$ cat src/rtl/mdu_pkg.sv
// Shared types for the HI/LO multiply/divide unit: op codes, FSM states and
// small operand helpers used by the top level and its interface.
package mdu_pkg;

  typedef enum logic [2:0] {
    OP_MULT  = 3'd0,
    OP_MULTU = 3'd1,
    OP_DIV   = 3'd2,
    OP_DIVU  = 3'd3,
    OP_MTHI  = 3'd4,
    OP_MTLO  = 3'd5,
    OP_MUL   = 3'd6
  } mdu_op_t;

  typedef enum logic [1:0] {
    IDLE = 2'd0,
    MUL  = 2'd1,
    DIV  = 2'd2,
    FIX  = 2'd3
  } mdu_state_t;

  localparam int DIV_CNT_W = 6;

  function automatic logic is_mul_op(input mdu_op_t op);
    return (op == OP_MULT) || (op == OP_MULTU) || (op == OP_MUL);
  endfunction

  function automatic logic is_div_op(input mdu_op_t op);
    return (op == OP_DIV) || (op == OP_DIVU);
  endfunction

  // Magnitude of a 32-bit operand; 80000000 stays 80000000 (correct as unsigned).
  function automatic logic [31:0] abs32(input logic [31:0] v, input logic is_signed);
    return (is_signed && v[31]) ? (32'd0 - v) : v;
  endfunction

endpackage

$ cat src/rtl/hilo_muldiv_if.sv
// Request/result bundle between the execute stage and the HI/LO unit.
interface hilo_muldiv_if;
  import mdu_pkg::*;

  logic        start;
  mdu_op_t     op;
  logic [31:0] srca;
  logic [31:0] srcb;
  logic        cancel;
  logic        busy;
  logic        done;
  logic [31:0] hi;
  logic [31:0] lo;

  modport master (
    output start, op, srca, srcb, cancel,
    input  busy, done, hi, lo
  );

  modport slave (
    input  start, op, srca, srcb, cancel,
    output busy, done, hi, lo
  );

endinterface

$ cat src/rtl/div_iter.sv
// One combinational restoring-division step: shift in the next dividend bit,
// subtract the divisor when it fits, and shift the quotient bit in.
module div_iter (
  input  logic [31:0] i_rem,
  input  logic [31:0] i_quo,
  input  logic [31:0] i_dvs,
  output logic [31:0] o_rem,
  output logic [31:0] o_quo
);

  logic [32:0] w_shift;
  logic [31:0] w_diff;
  logic        w_fits;

  // NOTE: every output of a combinational block is assigned on all paths, so no latch is inferred.
  always_comb begin
    w_shift = {i_rem, i_quo[31]};
    w_fits  = (w_shift >= {1'b0, i_dvs});
    w_diff  = w_shift[31:0] - i_dvs;
    o_rem   = w_fits ? w_diff : w_shift[31:0];
    o_quo   = {i_quo[30:0], w_fits};
  end

endmodule

$ cat src/rtl/hilo_muldiv.sv
// Multi-cycle multiply/divide unit owning the architectural HI/LO registers.
// Multiplies run through a MUL_STAGES-deep product pipe; divides are restoring.
module hilo_muldiv
  import mdu_pkg::*;
#(
  parameter int MUL_STAGES = 2,
  parameter int DIV_ITERS  = 32
) (
  input  logic            clk,
  input  logic            reset,
  hilo_muldiv_if.slave    bus
);

  localparam logic [DIV_CNT_W-1:0] MUL_CNT_INIT = DIV_CNT_W'(MUL_STAGES - 1);
  localparam logic [DIV_CNT_W-1:0] DIV_CNT_INIT = DIV_CNT_W'(DIV_ITERS - 1);

  mdu_state_t             r_state;
  logic [DIV_CNT_W-1:0]   r_cnt;
  logic [31:0]            r_hi;
  logic [31:0]            r_lo;
  logic                   r_done;

  logic [63:0]            r_mul_pipe [MUL_STAGES];
  logic                   r_mul_lo_only;
  logic [31:0]            r_rem;
  logic [31:0]            r_quo;
  logic [31:0]            r_dvs;
  logic                   r_neg_q;
  logic                   r_neg_r;

  logic                   w_accept;
  logic                   w_mul_signed;
  logic                   w_div_signed;
  logic [63:0]            w_mul_a;
  logic [63:0]            w_mul_b;
  logic [63:0]            w_product;
  logic [63:0]            w_mul_out;
  logic [31:0]            w_rem_nxt;
  logic [31:0]            w_quo_nxt;
  logic [31:0]            w_quo_fix;
  logic [31:0]            w_rem_fix;

  // A same-cycle cancel drops the request, MTHI/MTLO included.
  assign w_accept     = bus.start && !bus.cancel && (r_state == IDLE);
  assign w_mul_signed = (bus.op != OP_MULTU);
  assign w_div_signed = (bus.op == OP_DIV);

  assign w_mul_a   = w_mul_signed ? {{32{bus.srca[31]}}, bus.srca} : {32'd0, bus.srca};
  assign w_mul_b   = w_mul_signed ? {{32{bus.srcb[31]}}, bus.srcb} : {32'd0, bus.srcb};
  assign w_product = w_mul_a * w_mul_b;
  assign w_mul_out = r_mul_pipe[MUL_STAGES-1];

  assign w_quo_fix = r_neg_q ? (32'd0 - r_quo) : r_quo;
  assign w_rem_fix = r_neg_r ? (32'd0 - r_rem) : r_rem;

  div_iter u_div_iter (
    .i_rem (r_rem),
    .i_quo (r_quo),
    .i_dvs (r_dvs),
    .o_rem (w_rem_nxt),
    .o_quo (w_quo_nxt)
  );

  // NOTE: datapath registers carry no reset; they are only consumed after the FSM has loaded them.
  always_ff @(posedge clk) begin
    if (w_accept && is_mul_op(bus.op)) begin
      r_mul_pipe[0] <= w_product;
      r_mul_lo_only <= (bus.op == OP_MUL);
    end
    for (int i = 1; i < MUL_STAGES; i++) begin
      r_mul_pipe[i] <= r_mul_pipe[i-1];
    end

    if (w_accept && is_div_op(bus.op)) begin
      r_rem   <= 32'd0;
      r_quo   <= abs32(bus.srca, w_div_signed);
      r_dvs   <= abs32(bus.srcb, w_div_signed);
      r_neg_q <= w_div_signed && (bus.srca[31] ^ bus.srcb[31]);
      r_neg_r <= w_div_signed && bus.srca[31];
    end else if (r_state == DIV) begin
      r_rem   <= w_rem_nxt;
      r_quo   <= w_quo_nxt;
    end
  end

  // NOTE: sequential state uses non-blocking assignments so every register samples pre-edge values.
  always_ff @(posedge clk) begin
    if (reset) begin
      r_state <= IDLE;
      r_cnt   <= '0;
      r_hi    <= 32'd0;
      r_lo    <= 32'd0;
      r_done  <= 1'b0;
    end else begin
      r_done <= 1'b0;
      unique case (r_state)
        IDLE: begin
          if (w_accept) begin
            unique case (bus.op)
              OP_MTHI: r_hi <= bus.srca;
              OP_MTLO: r_lo <= bus.srca;
              OP_MULT, OP_MULTU, OP_MUL: begin
                r_state <= MUL;
                r_cnt   <= MUL_CNT_INIT;
              end
              OP_DIV, OP_DIVU: begin
                r_state <= DIV;
                r_cnt   <= DIV_CNT_INIT;
              end
              default: ;
            endcase
          end
        end

        MUL: begin
          if (bus.cancel) begin
            r_state <= IDLE;
          end else if (r_cnt == '0) begin
            if (!r_mul_lo_only) begin
              r_hi <= w_mul_out[63:32];
            end
            r_lo    <= w_mul_out[31:0];
            r_done  <= 1'b1;
            r_state <= IDLE;
          end else begin
            r_cnt <= r_cnt - 1'b1;
          end
        end

        DIV: begin
          if (bus.cancel) begin
            r_state <= IDLE;
          end else if (r_cnt == '0) begin
            r_state <= FIX;
          end else begin
            r_cnt <= r_cnt - 1'b1;
          end
        end

        FIX: begin
          if (!bus.cancel) begin
            r_lo   <= w_quo_fix;
            r_hi   <= w_rem_fix;
            r_done <= 1'b1;
          end
          r_state <= IDLE;
        end

        default: r_state <= IDLE;
      endcase
    end
  end

  assign bus.busy = (r_state != IDLE);
  assign bus.done = r_done;
  assign bus.hi   = r_hi;
  assign bus.lo   = r_lo;

endmodule

$ cat src/flat_wrapper.sv
// flat-port wrapper written by rule: the top's interface ports become plain ports
module hilo_muldiv_flat import mdu_pkg::*;
#(
  parameter int MUL_STAGES = 2,
  parameter int DIV_ITERS  = 32
)
  (clk, reset, bus_start, bus_op, bus_srca, bus_srcb, bus_cancel, bus_busy, bus_done, bus_hi, bus_lo);
  hilo_muldiv_if bus_i ();
  input  logic clk;
  input  logic reset;
  input wire logic [$bits(bus_i.start)-1:0] bus_start;
  input wire logic [$bits(bus_i.op)-1:0] bus_op;
  input wire logic [$bits(bus_i.srca)-1:0] bus_srca;
  input wire logic [$bits(bus_i.srcb)-1:0] bus_srcb;
  input wire logic [$bits(bus_i.cancel)-1:0] bus_cancel;
  output wire logic [$bits(bus_i.busy)-1:0] bus_busy;
  output wire logic [$bits(bus_i.done)-1:0] bus_done;
  output wire logic [$bits(bus_i.hi)-1:0] bus_hi;
  output wire logic [$bits(bus_i.lo)-1:0] bus_lo;
  assign bus_i.start = bus_start;
  assign bus_i.op = bus_op;
  assign bus_i.srca = bus_srca;
  assign bus_i.srcb = bus_srcb;
  assign bus_i.cancel = bus_cancel;
  assign bus_busy = bus_i.busy;
  assign bus_done = bus_i.done;
  assign bus_hi = bus_i.hi;
  assign bus_lo = bus_i.lo;
  hilo_muldiv #(.MUL_STAGES(MUL_STAGES), .DIV_ITERS(DIV_ITERS)) u_core (.clk(clk), .reset(reset), .bus(bus_i));
endmodule
$ cat config.mk
export PLATFORM = sky130hd
export DESIGN_NAME = hilo_muldiv_flat
export DESIGN_NICKNAME = d
export VERILOG_FILES = /design/src/rtl/mdu_pkg.sv /design/src/rtl/hilo_muldiv_if.sv /design/src/rtl/div_iter.sv /design/src/rtl/hilo_muldiv.sv /design/src/flat_wrapper.sv
export SDC_FILE = /design/constraint.sdc
export NUM_CORES = 2
export LEC_CHECK = 0
export BUFFER_PORTS_ARGS = -buffer_cell sky130_fd_sc_hd__buf_2
export CORE_ASPECT_RATIO = 0.75
export CORE_MARGIN = 3
export CORE_UTILIZATION = 60
export CTS_CLUSTER_SIZE = 30
export DETAILED_ROUTE_END_ITERATION = 6
export PLACE_DENSITY_LB_ADDON = 0.1
export SYNTH_ARGS = -nofsm -noshare
export SYNTH_HDL_FRONTEND = slang
export SYNTH_HIERARCHICAL = 1
export SYNTH_SLANG_ARGS = --single-unit
$ cat constraint.sdc
create_clock -name clk -period 13.81 [get_ports clk]
set_input_delay 2.0715 -clock clk [delete_from_list [all_inputs] [get_ports clk]]
set_output_delay 2.0715 -clock clk [all_outputs]
set_load 0.02 [all_outputs]
==> metrics <==
run status=completed; R2R Path Start=u_core/r_rem[9]$_SDFFE_PP0P_; Async SR Flop Fraction=0; top_reg_cell synth=dfxtp_1; vias in the first global route=~47000; mux contribution to synthesized area=0.0115; Post-Syn Area per Cell=9.43 µm²; crit end category=flop; RSZ-0062 raised after global routing=false; GR Overflow Total=0; reg2reg end=u_core/r_rem[12]$_SDFFE_PP0P_; fin crit share=0.831; hold path start=u_core/r_mul_pipe[0][51]$_DFFE_PP_; Area Growth Syn to Fin=4.07%; R2R Setup Slk=9.75 ns; post-synth cell types=83; Die Wd=380 µm; drt wl/cell=around 26 µm; Reg2Reg Depth=12; H-tree Lvls=1; Core ar.=104000 µm²; fillers=roughly 9000; PortBufs=between 100 and 150; Worst Path Max Fanout=10; Clock Tree Root=clkbuf_16; DIE AREA=109000 µm²; share of layout cells above drive strength 1=0.0546; crit-path most repeated cell=fa_1; Final Routed Wirelength=203000 µm; XOR/XNOR share of the synthesized area=0.0365; Yosys top cell by area=fa_1; Worst path top cell family by delay=adder cells; area fraction in compound gates after synthesis=0.0654; Synth Cell Area=between 60000 and 70000 µm²; Num CTS Buffers=29; clock skew=between 0.015 and 0.02 ns; nets=between 8000 and 9000; Worst slew margin=0.0653; final instance area=around 65000 µm²; synth top area cells=fa_1, inv_1, ha_1, edfxtp_1, dfxtp_1; largest net degree at the start of global routing=between 70 and 80; clk buf depth=3; DRT iter0 DRCs=around 5000; worst hold path depth=0; Yosys Warn Count=6; vias per cell=5.81; synthesis-stage register bit count=300; syn nets=around 8500; antenna viol nets, final=0; WHS Endpoint=u_core/r_mul_pipe[0][115]$_DFF_P_; number of flops mapped to enable cells by yosys=between 100 and 150; postcts setup bufs=0; GRT Resource Usage Total=0.379; Chip Height=between 200 and 300 µm; Post-CTS Hold Buffers=0; Post-DP HPWL=approximately 170000 µm; Routability Congestion=1.07; Worst Hold Class=reg -> reg; Synth Area in Simple Gates=0.128; max incr delay on CP=approximately 0.75 ns; Detailed Routing Iterations Pass 1=6; min Tclk post-route=approximately 11 ns; slowest CP cell=fa_1; top-area cell type share of the netlist area=0.452; critical path required time=~14 ns; critical path startpoint category=input pin; DRC viols=0; DR vias=roughly 46000; Hold Vio Cnt, Final=0; Row Count=slightly above 100; final core occ=0.632; commonest cells in the netlist=inv_1, fa_1, nand2_1; # setup viols final=0; top-count cell post-synth=inv_1; Seq/Total Area, Yosys=0.116; worst skew pair latency=between 0.5 and 0.6 ns; Peak Freq=87.2 MHz; # Max-Cap Violations=0; Clock Pin Slew Worst Setup and Hold Paths=0.07 ns; fin. max-slew vios=0; I/O pins=roughly 140; Crit path buffers/inverters=6; Worst Path Class, Setup=in -> reg; first-pass GRT wire length=between 300000 and 400000 µm; initial antenna violation count=14; CTS tree=yes; largest family of logic cells by synthesized area=adder cells; Post-Synth Adder-Cell Area=0.523; clock sinks=300; setup TNS=0 ns; worst-margin pin slew=approximately 1.4 ns; DP Area=between 60000 and 70000 µm²; cells after synthesis=~6700; critical path arrival=between 10 and 15 ns; PostCTS Resize Cnt=0; Initial Utilization=0.607
[how the worst max path moves through the flow]
stage	start	cells after the start	slack, ns	end
2_1_floorplan	bus_srca[31]	31	2.65	u_core/r_mul_pipe[0][61]$_DFFE_PP_
4_1_cts	bus_op[2]	30	2.43	u_core/r_mul_pipe[0][61]$_DFFE_PP_
3_5_place_dp	bus_op[2]	30	1.83	u_core/r_mul_pipe[0][61]$_DFFE_PP_
6_report	bus_op[1]	30	2.34	u_core/r_mul_pipe[0][61]$_DFFE_PP_
5_1_grt	bus_op[2]	31	1.91	u_core/r_mul_pipe[0][62]$_DFFE_PP_
3_3_place_gp	bus_op[2]	32	1.97	u_core/r_mul_pipe[0][61]$_DFFE_PP_
[registers in the layout (all words and copies together) (netlist names), 2 cells and up]
signal             cells
u_core/r_mul_pipe    128
u_core/bus.hi         32
u_core/bus.lo         32
u_core/r_dvs          32
u_core/r_quo          32
u_core/r_rem          32
u_core/r_cnt           6
u_core/r_state         2
[layout make-up]
type                       count  area [µm²]  area share
tap                         1404        1760      0.0268
clock inverter                15         181     0.00277
timing repair buffer         226        1390      0.0213
multi-input combinational   4417       48200       0.735
sequential                   300        7320       0.112
inverter                    1555        5840      0.0891
antenna                       12        30.0    0.000459
clock buffer                  38         822      0.0126
[placed cells by master, fill, tap and decap left out, types with 9 or more instances in the layout]
cell type	instances
and3_1	13
o21ai_0	99
nand2_1	829
xor2_1	78
nand3_1	29
buf_2	136
clkbuf_16	31
buf_4	87
a21oi_1	156
nor3_1	23
o21bai_1	15
mux2_2	21
diode_2	12
edfxtp_1	131
ha_1	351
xnor2_1	184
nand4_1	25
nor2_1	236
nor2b_1	17
o41ai_1	15
mux2_4	9
a22oi_1	32
a221oi_1	28
nor4_1	15
fa_1	1421
dfxtp_1	169
o21a_1	18
mux2i_1	35
a21o_1	63
a211oi_1	48
a311oi_1	32
nand2b_1	18
and2_1	428
a31oi_1	19
or3_1	17
o31ai_1	28
inv_1	1553
[kinds of logic after synthesis]
kind of cell / after synthesis
AO/OA/AOI/OAI: 608
XOR/XNOR: 262
adder cells (fa/ha/maj): 1777
buffers and inverters: 1957
flip-flops: 300
multiplexers: 65
AND/OR/NAND/NOR: 1705
[layer usage]
layer,vias to the layer above,GRT usage,share of wire,wire [µm]
met3,304,0.161,0.15,31000
met2,2654,0.505,0.39,78500
met4,10,0.0900,0.027,5560
met5,-,0.0348,0.0020,408
met1,23700,0.568,0.43,88000
li1,19600,-,-,-
[metrics by stage]
| stage | hold slack, ns | setup slack (ns) | std cells |
|---|---|---|---|
| global route | 0.347 | 1.91 | 7957 |
| CTS | 0.341 | 2.43 | 7955 |
| floorplan | 0.323 | 2.65 | 6674 |
| global placement | 0.324 | 1.97 | 7902 |
| detailed placement | 0.327 | 1.83 | 7902 |
| finish | 0.341 | 2.34 | 7967 |
Power is not shown: default switching activity piles up to over one toggle a cycle in this logic, so the estimate is an artifact.
